### config.mk
export PLATFORM = sky130hd
export DESIGN_NAME = sm4_rkey_buf
export DESIGN_NICKNAME = d
export VERILOG_FILES = /design/src/rtl/sm4_rkey_buf.sv
export SDC_FILE = /design/constraint.sdc
export NUM_CORES = 2
export LEC_CHECK = 0
export CAP_MARGIN = 20
export CORE_MARGIN = 2
export CORE_UTILIZATION = 25
export DETAILED_ROUTE_END_ITERATION = 12
export GPL_TIMING_DRIVEN = 0
export SLEW_MARGIN = 5
export SYNTH_ARGS = -nofsm -noshare
export SYNTH_HDL_FRONTEND = slang
export SYNTH_SLANG_ARGS = --single-unit
### constraint.sdc
create_clock -name clk_sys -period 2.4 [get_ports clk_sys]
set_clock_uncertainty 0.2 [all_clocks]
set_input_delay 0.36 -clock clk_sys [delete_from_list [all_inputs] [get_ports clk_sys]]
set_output_delay 0.36 -clock clk_sys [all_outputs]
set_load 0.01 [all_outputs]
### src/rtl/sm4_rkey_buf.sv
// SM4 round-key store: captures the 32 serially expanded round keys and serves them
// to the round core with 1-cycle random-access reads, forward or reversed.
module sm4_rkey_buf #(
   parameter int RKEY_W = 32,
   parameter int NUM_RK = 32,
   parameter int IDX_W  = 5
) (
   input  logic              clk_sys,
   input  logic              sys_rst_n,
   input  logic              key_load_start,
   input  logic [RKEY_W-1:0] key2core_rkey,
   input  logic              key2core_rkey_vld,
   input  logic              core_rd_en,
   input  logic [IDX_W-1:0]  core_rd_round,
   input  logic              core_decrypt,
   output logic [RKEY_W-1:0] rkey_out,
   output logic              rkey_out_vld,
   output logic              rkey_ready,
   output logic              rkey_done,
   output logic              rd_err,
   output logic              wr_ovf
);

   // Handshake: key2core_rkey is taken on every edge where key2core_rkey_vld=1 (no
   // backpressure); a core_rd_en read is answered one cycle later by rkey_out_vld or rd_err.
   typedef enum logic {FILL = 1'b0, READY = 1'b1} state_t;

   state_t            state_q, state_d;
   logic [RKEY_W-1:0] mem_q [NUM_RK];
   logic [RKEY_W-1:0] mem_d [NUM_RK];
   logic [IDX_W-1:0]  wr_cnt_q, wr_cnt_d;
   logic [RKEY_W-1:0] rkey_out_q, rkey_out_d;
   logic              rkey_out_vld_q, rkey_out_vld_d;
   logic              rkey_done_q, rkey_done_d;
   logic              rd_err_q, rd_err_d;
   logic              wr_ovf_q, wr_ovf_d;
   logic [IDX_W-1:0]  rd_addr;

   // Decrypt walks the set backwards: 31 - i is just the bitwise inverse of a 5-bit index.
   always_comb begin
      rd_addr = core_decrypt ? ~core_rd_round : core_rd_round;
   end

   always_comb begin
      state_d        = state_q;
      mem_d          = mem_q;
      wr_cnt_d       = wr_cnt_q;
      wr_ovf_d       = wr_ovf_q;
      rkey_out_d     = rkey_out_q;
      rkey_out_vld_d = 1'b0;
      rkey_done_d    = 1'b0;
      rd_err_d       = 1'b0;

      if (key_load_start) begin
         state_d  = FILL;
         wr_cnt_d = '0;
         wr_ovf_d = 1'b0;
      end else if (key2core_rkey_vld) begin
         if (state_q == FILL) begin
            mem_d[wr_cnt_q] = key2core_rkey;
            wr_cnt_d        = wr_cnt_q + 1'b1;
            if (wr_cnt_q == IDX_W'(NUM_RK - 1)) begin
               state_d     = READY;
               rkey_done_d = 1'b1;
            end
         end else begin
            wr_ovf_d = 1'b1;
         end
      end

      // Reads use the pre-edge state, so a read beside key_load_start hits the old set.
      if (core_rd_en) begin
         if (state_q == READY) begin
            rkey_out_d     = mem_q[rd_addr];
            rkey_out_vld_d = 1'b1;
         end else begin
            rd_err_d = 1'b1;
         end
      end
   end

   always_ff @(posedge clk_sys or negedge sys_rst_n) begin
      if (!sys_rst_n) begin
         state_q <= FILL;
         for (int i = 0; i < NUM_RK; i++) begin
            mem_q[i] <= '0;
         end
         wr_cnt_q       <= '0;
         rkey_out_q     <= '0;
         rkey_out_vld_q <= 1'b0;
         rkey_done_q    <= 1'b0;
         rd_err_q       <= 1'b0;
         wr_ovf_q       <= 1'b0;
      end else begin
         state_q        <= state_d;
         mem_q          <= mem_d;
         wr_cnt_q       <= wr_cnt_d;
         rkey_out_q     <= rkey_out_d;
         rkey_out_vld_q <= rkey_out_vld_d;
         rkey_done_q    <= rkey_done_d;
         rd_err_q       <= rd_err_d;
         wr_ovf_q       <= wr_ovf_d;
      end
   end

   assign rkey_ready   = (state_q == READY);
   assign rkey_out     = rkey_out_q;
   assign rkey_out_vld = rkey_out_vld_q;
   assign rkey_done    = rkey_done_q;
   assign rd_err       = rd_err_q;
   assign wr_ovf       = wr_ovf_q;

endmodule

==> out/summary.txt <==
CP peak stage delay: 0.60 ns
initial antenna violation count: 21
core region area: 226,800 um^2
Placer Congestion: 0.9069
Inst Count DP: 7,379
Area growth syn-to-layout: 20.53%
share of cells above drive strength 1: 0.4511
worst-path fanout max: 8
Final min period: 2.444 ns
I/O pin count: 80
Post-Layout Cell Count: 7,671
max cap viols: 0
largest net degree at the start of global routing: 167
worst slack, placed: -2.205 ns
Max Clock Freq: 0.4092 GHz
Post-synth ARST share: 1.000
nets@finish: 4,599
Final setup viols: 2
row count: 175
Num CTS Buffers: 115
arrival time worst endpoint: 2.89 ns
WL/cell: 26.31 um
syn_area_per_cell: 13.33 um^2
Root Driver: clkbuf_16
Fin. Hold Viols: 483
relative slew slack: 0.3439
Skew-Pair Late Insertion Delay: 0.80 ns
Final Cycle Share: 1.018
Slowest-stage cell, CP: nor4b_4
DRC errors left: 0
vias in the first global route: 41,097
Post-Syn Area: 56,950 um^2
Die H: 481.3 um
violated checks: negative hold slack, negative setup slack
CTS H-tree depth: 3
Yosys cell types: 63
Max Root-Sink Buffers: 3
CP Launch Type: input port
main flop type after synthesis: dfrtp_1
reg2reg setup slack: 0.03 ns
Peak VDD IR: 0.0006161 V
Die X: 481.3 um
GR Overflow Total: 0
vias: 40,576
Global Route Usage Sum: 0.1701
area of the multi-input gates: 28,790 um^2
Synth Register Bits: 1,066
initial drt markers: 4,005
I/O Buffers: 77
RSZ-0062 raised after global routing: true
LEAKAGE: 31.16 nW
WP data required: 2.85 ns
Min Hold Slack: -0.7152 ns
Post-synth EDFFs: 0
CP most frequent cell: buf_12
Critical Path, Cell by Cell: dlygate4sd2_1 -> buf_12 -> buf_12 -> bufbuf_16 -> mux4_2 -> mux2i_4 -> o22ai_2 -> nor4b_4 -> a311oi_1
Initial Utilization: 0.2511
Post-DP HPWL: 143,600 um
vias per cell: 5.290
Pre-Repair DR Iteration Count: 6
Final ANT Viol Nets: 0
outcome: finished with violations
Worst-Margin Slew: 0.9842 ns
Clock Sink Count: 1,066
final setup margin: -0.04376 ns
clock-pin slew on the worst setup and hold paths: 0.06 ns
first-pass GRT wire length: 291,700 um
die area: 231,600 um^2
flip-flop and latch area: 26,690 um^2
Setup CP Type: input port to flop
CTS tree: built
Yosys warnings: 0
fillers: 22,726
# hold bufs at CTS: 1
Mapped Nets: 4,322
Seq/Total Area, Yosys: 0.4684
HP Class: input port to asynchronous set/reset pin
Critical Path End Type: flop
Cells after Synth: 4,274
Detailed Route WL: 201,800 um
PD cells: 619.8 nW/um^2
Final Slew Violations: 0
==> power by group <==
group / internal [W] / switching (W)
registers: 0.0187 / 0.000533
logic: 0.00218 / 0.00271
clock network: 0.0104 / 0.00807
total: 0.0312 / 0.0113
==> cell type report <==
| cell class | count | area share |
|---|---|---|
| timing repair buffer | 167 | 0.02729 |
| clock inverter | 49 | 0.007564 |
| inverter | 5 | 0.0003828 |
| clock buffer | 166 | 0.04923 |
| sequential | 1066 | 0.3888 |
| antenna | 13 | 0.0004739 |
| tap | 3009 | 0.05485 |
| multi-input combinational | 2762 | 0.4194 |
| buffer | 434 | 0.05204 |
==> registers in the layout, summed over array words and instances, names as in the netlist <==
register / flops
mem_q: 1024
rd_err: 1
rkey_done: 1
rkey_out: 32
rkey_out_vld: 1
rkey_ready: 1
wr_cnt_q: 5
wr_ovf: 1
==> final timing paths <==
path / start / endpoint / cells past startpoint
setup / recovery: core_rd_round[1] / rkey_out[22] / 9
hold / removal: sys_rst_n / mem_q[381] / 1
setup reg to reg: wr_cnt_q[4] / mem_q[962] / 5
hold reg to reg: wr_ovf / wr_ovf / 2
max in group asynchronous: sys_rst_n / rkey_out[30] / 5
min in group clk_sys: core_rd_en / rd_err / 2
==> per-stage QoR <==
stage	setup TNS, ns	total power, W	instance area [um^2]	util	hold slack, ns
final	-0.05487	0.04255	68640	0.3026	-0.7152
after global routing	-0.1862	0.04383	68630	0.3025	-0.6774
after CTS	-10.16	0.04267	68020	0.2998	-0.7278
after detailed placement	-1272.89	0.02411	61870	0.2728	0.09781
after global placement	-	0.02383	61490	0.2711	0.2795
after floorplan	0	0.02223	56950	-	-0.1356
==> cells in the final DEF, fill, tap and decap left out, types with 9 or more instances in the layout <==
master	instances
clkbuf_1	144
nand2_2	9
dfrtp_2	12
buf_12	39
buf_8	24
o22ai_1	123
clkdlybuf4s50_1	70
dfrtp_1	1054
buf_6	109
clkbuf_8	35
nand2_4	14
a21oi_1	184
o21ai_1	25
nand2b_1	32
nand2_1	92
buf_16	9
nor2_1	203
diode_2	13
o221a_2	34
o221ai_1	58
mux4_2	290
nor2_4	17
a221oi_1	23
buf_4	110
buf_2	53
o21ai_0	125
nor4b_2	9
clkbuf_2	30
mux2_1	46
mux2i_1	286
clkinv_2	32
nor4b_4	18
mux2_2	1039
clkbuf_4	16
clkbuf_16	118
a311oi_1	27
==> synth_stat cells (34+ instances only) <==
| cell type | instances | share of area |
|---|---|---|
| mux4_2 | 290 | 0.11 |
| nand2_1 | 114 | 0.0075 |
| o221a_2 | 34 | 0.0067 |
| clkbuf_1 | 177 | 0.012 |
| o21ai_0 | 149 | 0.013 |
| nor2_1 | 204 | 0.013 |
| dfrtp_1 | 1066 | 0.47 |
| mux2_1 | 46 | 0.0091 |
| a21oi_1 | 186 | 0.016 |
| o22ai_1 | 131 | 0.014 |
| buf_2 | 189 | 0.017 |
| buf_4 | 40 | 0.0053 |
| o221ai_1 | 58 | 0.0089 |
| mux2_2 | 1039 | 0.21 |
| mux2i_1 | 295 | 0.052 |
==> repair_timing <==
item / in CTS / in global routing
endpoints found under the hold margin: 490 / 317
buffers inserted: 44 / 19
setup endpoints to repair: 1224 / 1076
gates resized for setup: 524 / 112
pin swaps: 30 / 7
cloned: 3 / 4
==> cells by family (layout without fill, tap and decap cells) <==
group	after synthesis	after routing	synth area share
multiplexers	1670	1670	0.3811
flip-flops	1066	1066	0.4684
AO/OA/AOI/OAI	640	640	0.07142
buffers and inverters	446	821	0.04045
AND/OR/NAND/NOR	442	442	0.03656
adder cells (fa/ha/maj)	5	5	0.001098
XOR/XNOR	5	5	0.001033
other	0	13	0
==> worst max-delay path, delay by kind of cell <==
family | cells | cell delay [ns]
muxes | 2 | 0.75
and+or+nand+nor | 1 | 0.60
AOI/OAI and AO/OA | 2 | 0.27
buffers and inverters | 4 | 0.89
==> per-layer routing <==
layer	global-route usage	vias up	wire length (um)
met3	0.03951	461	16450
met5	0	-	13
met2	0.2744	1796	95390
met4	0.07989	2	9657
met1	0.2150	21552	80290
li1	-	16765	-
(Power assumes the default switching activity.)
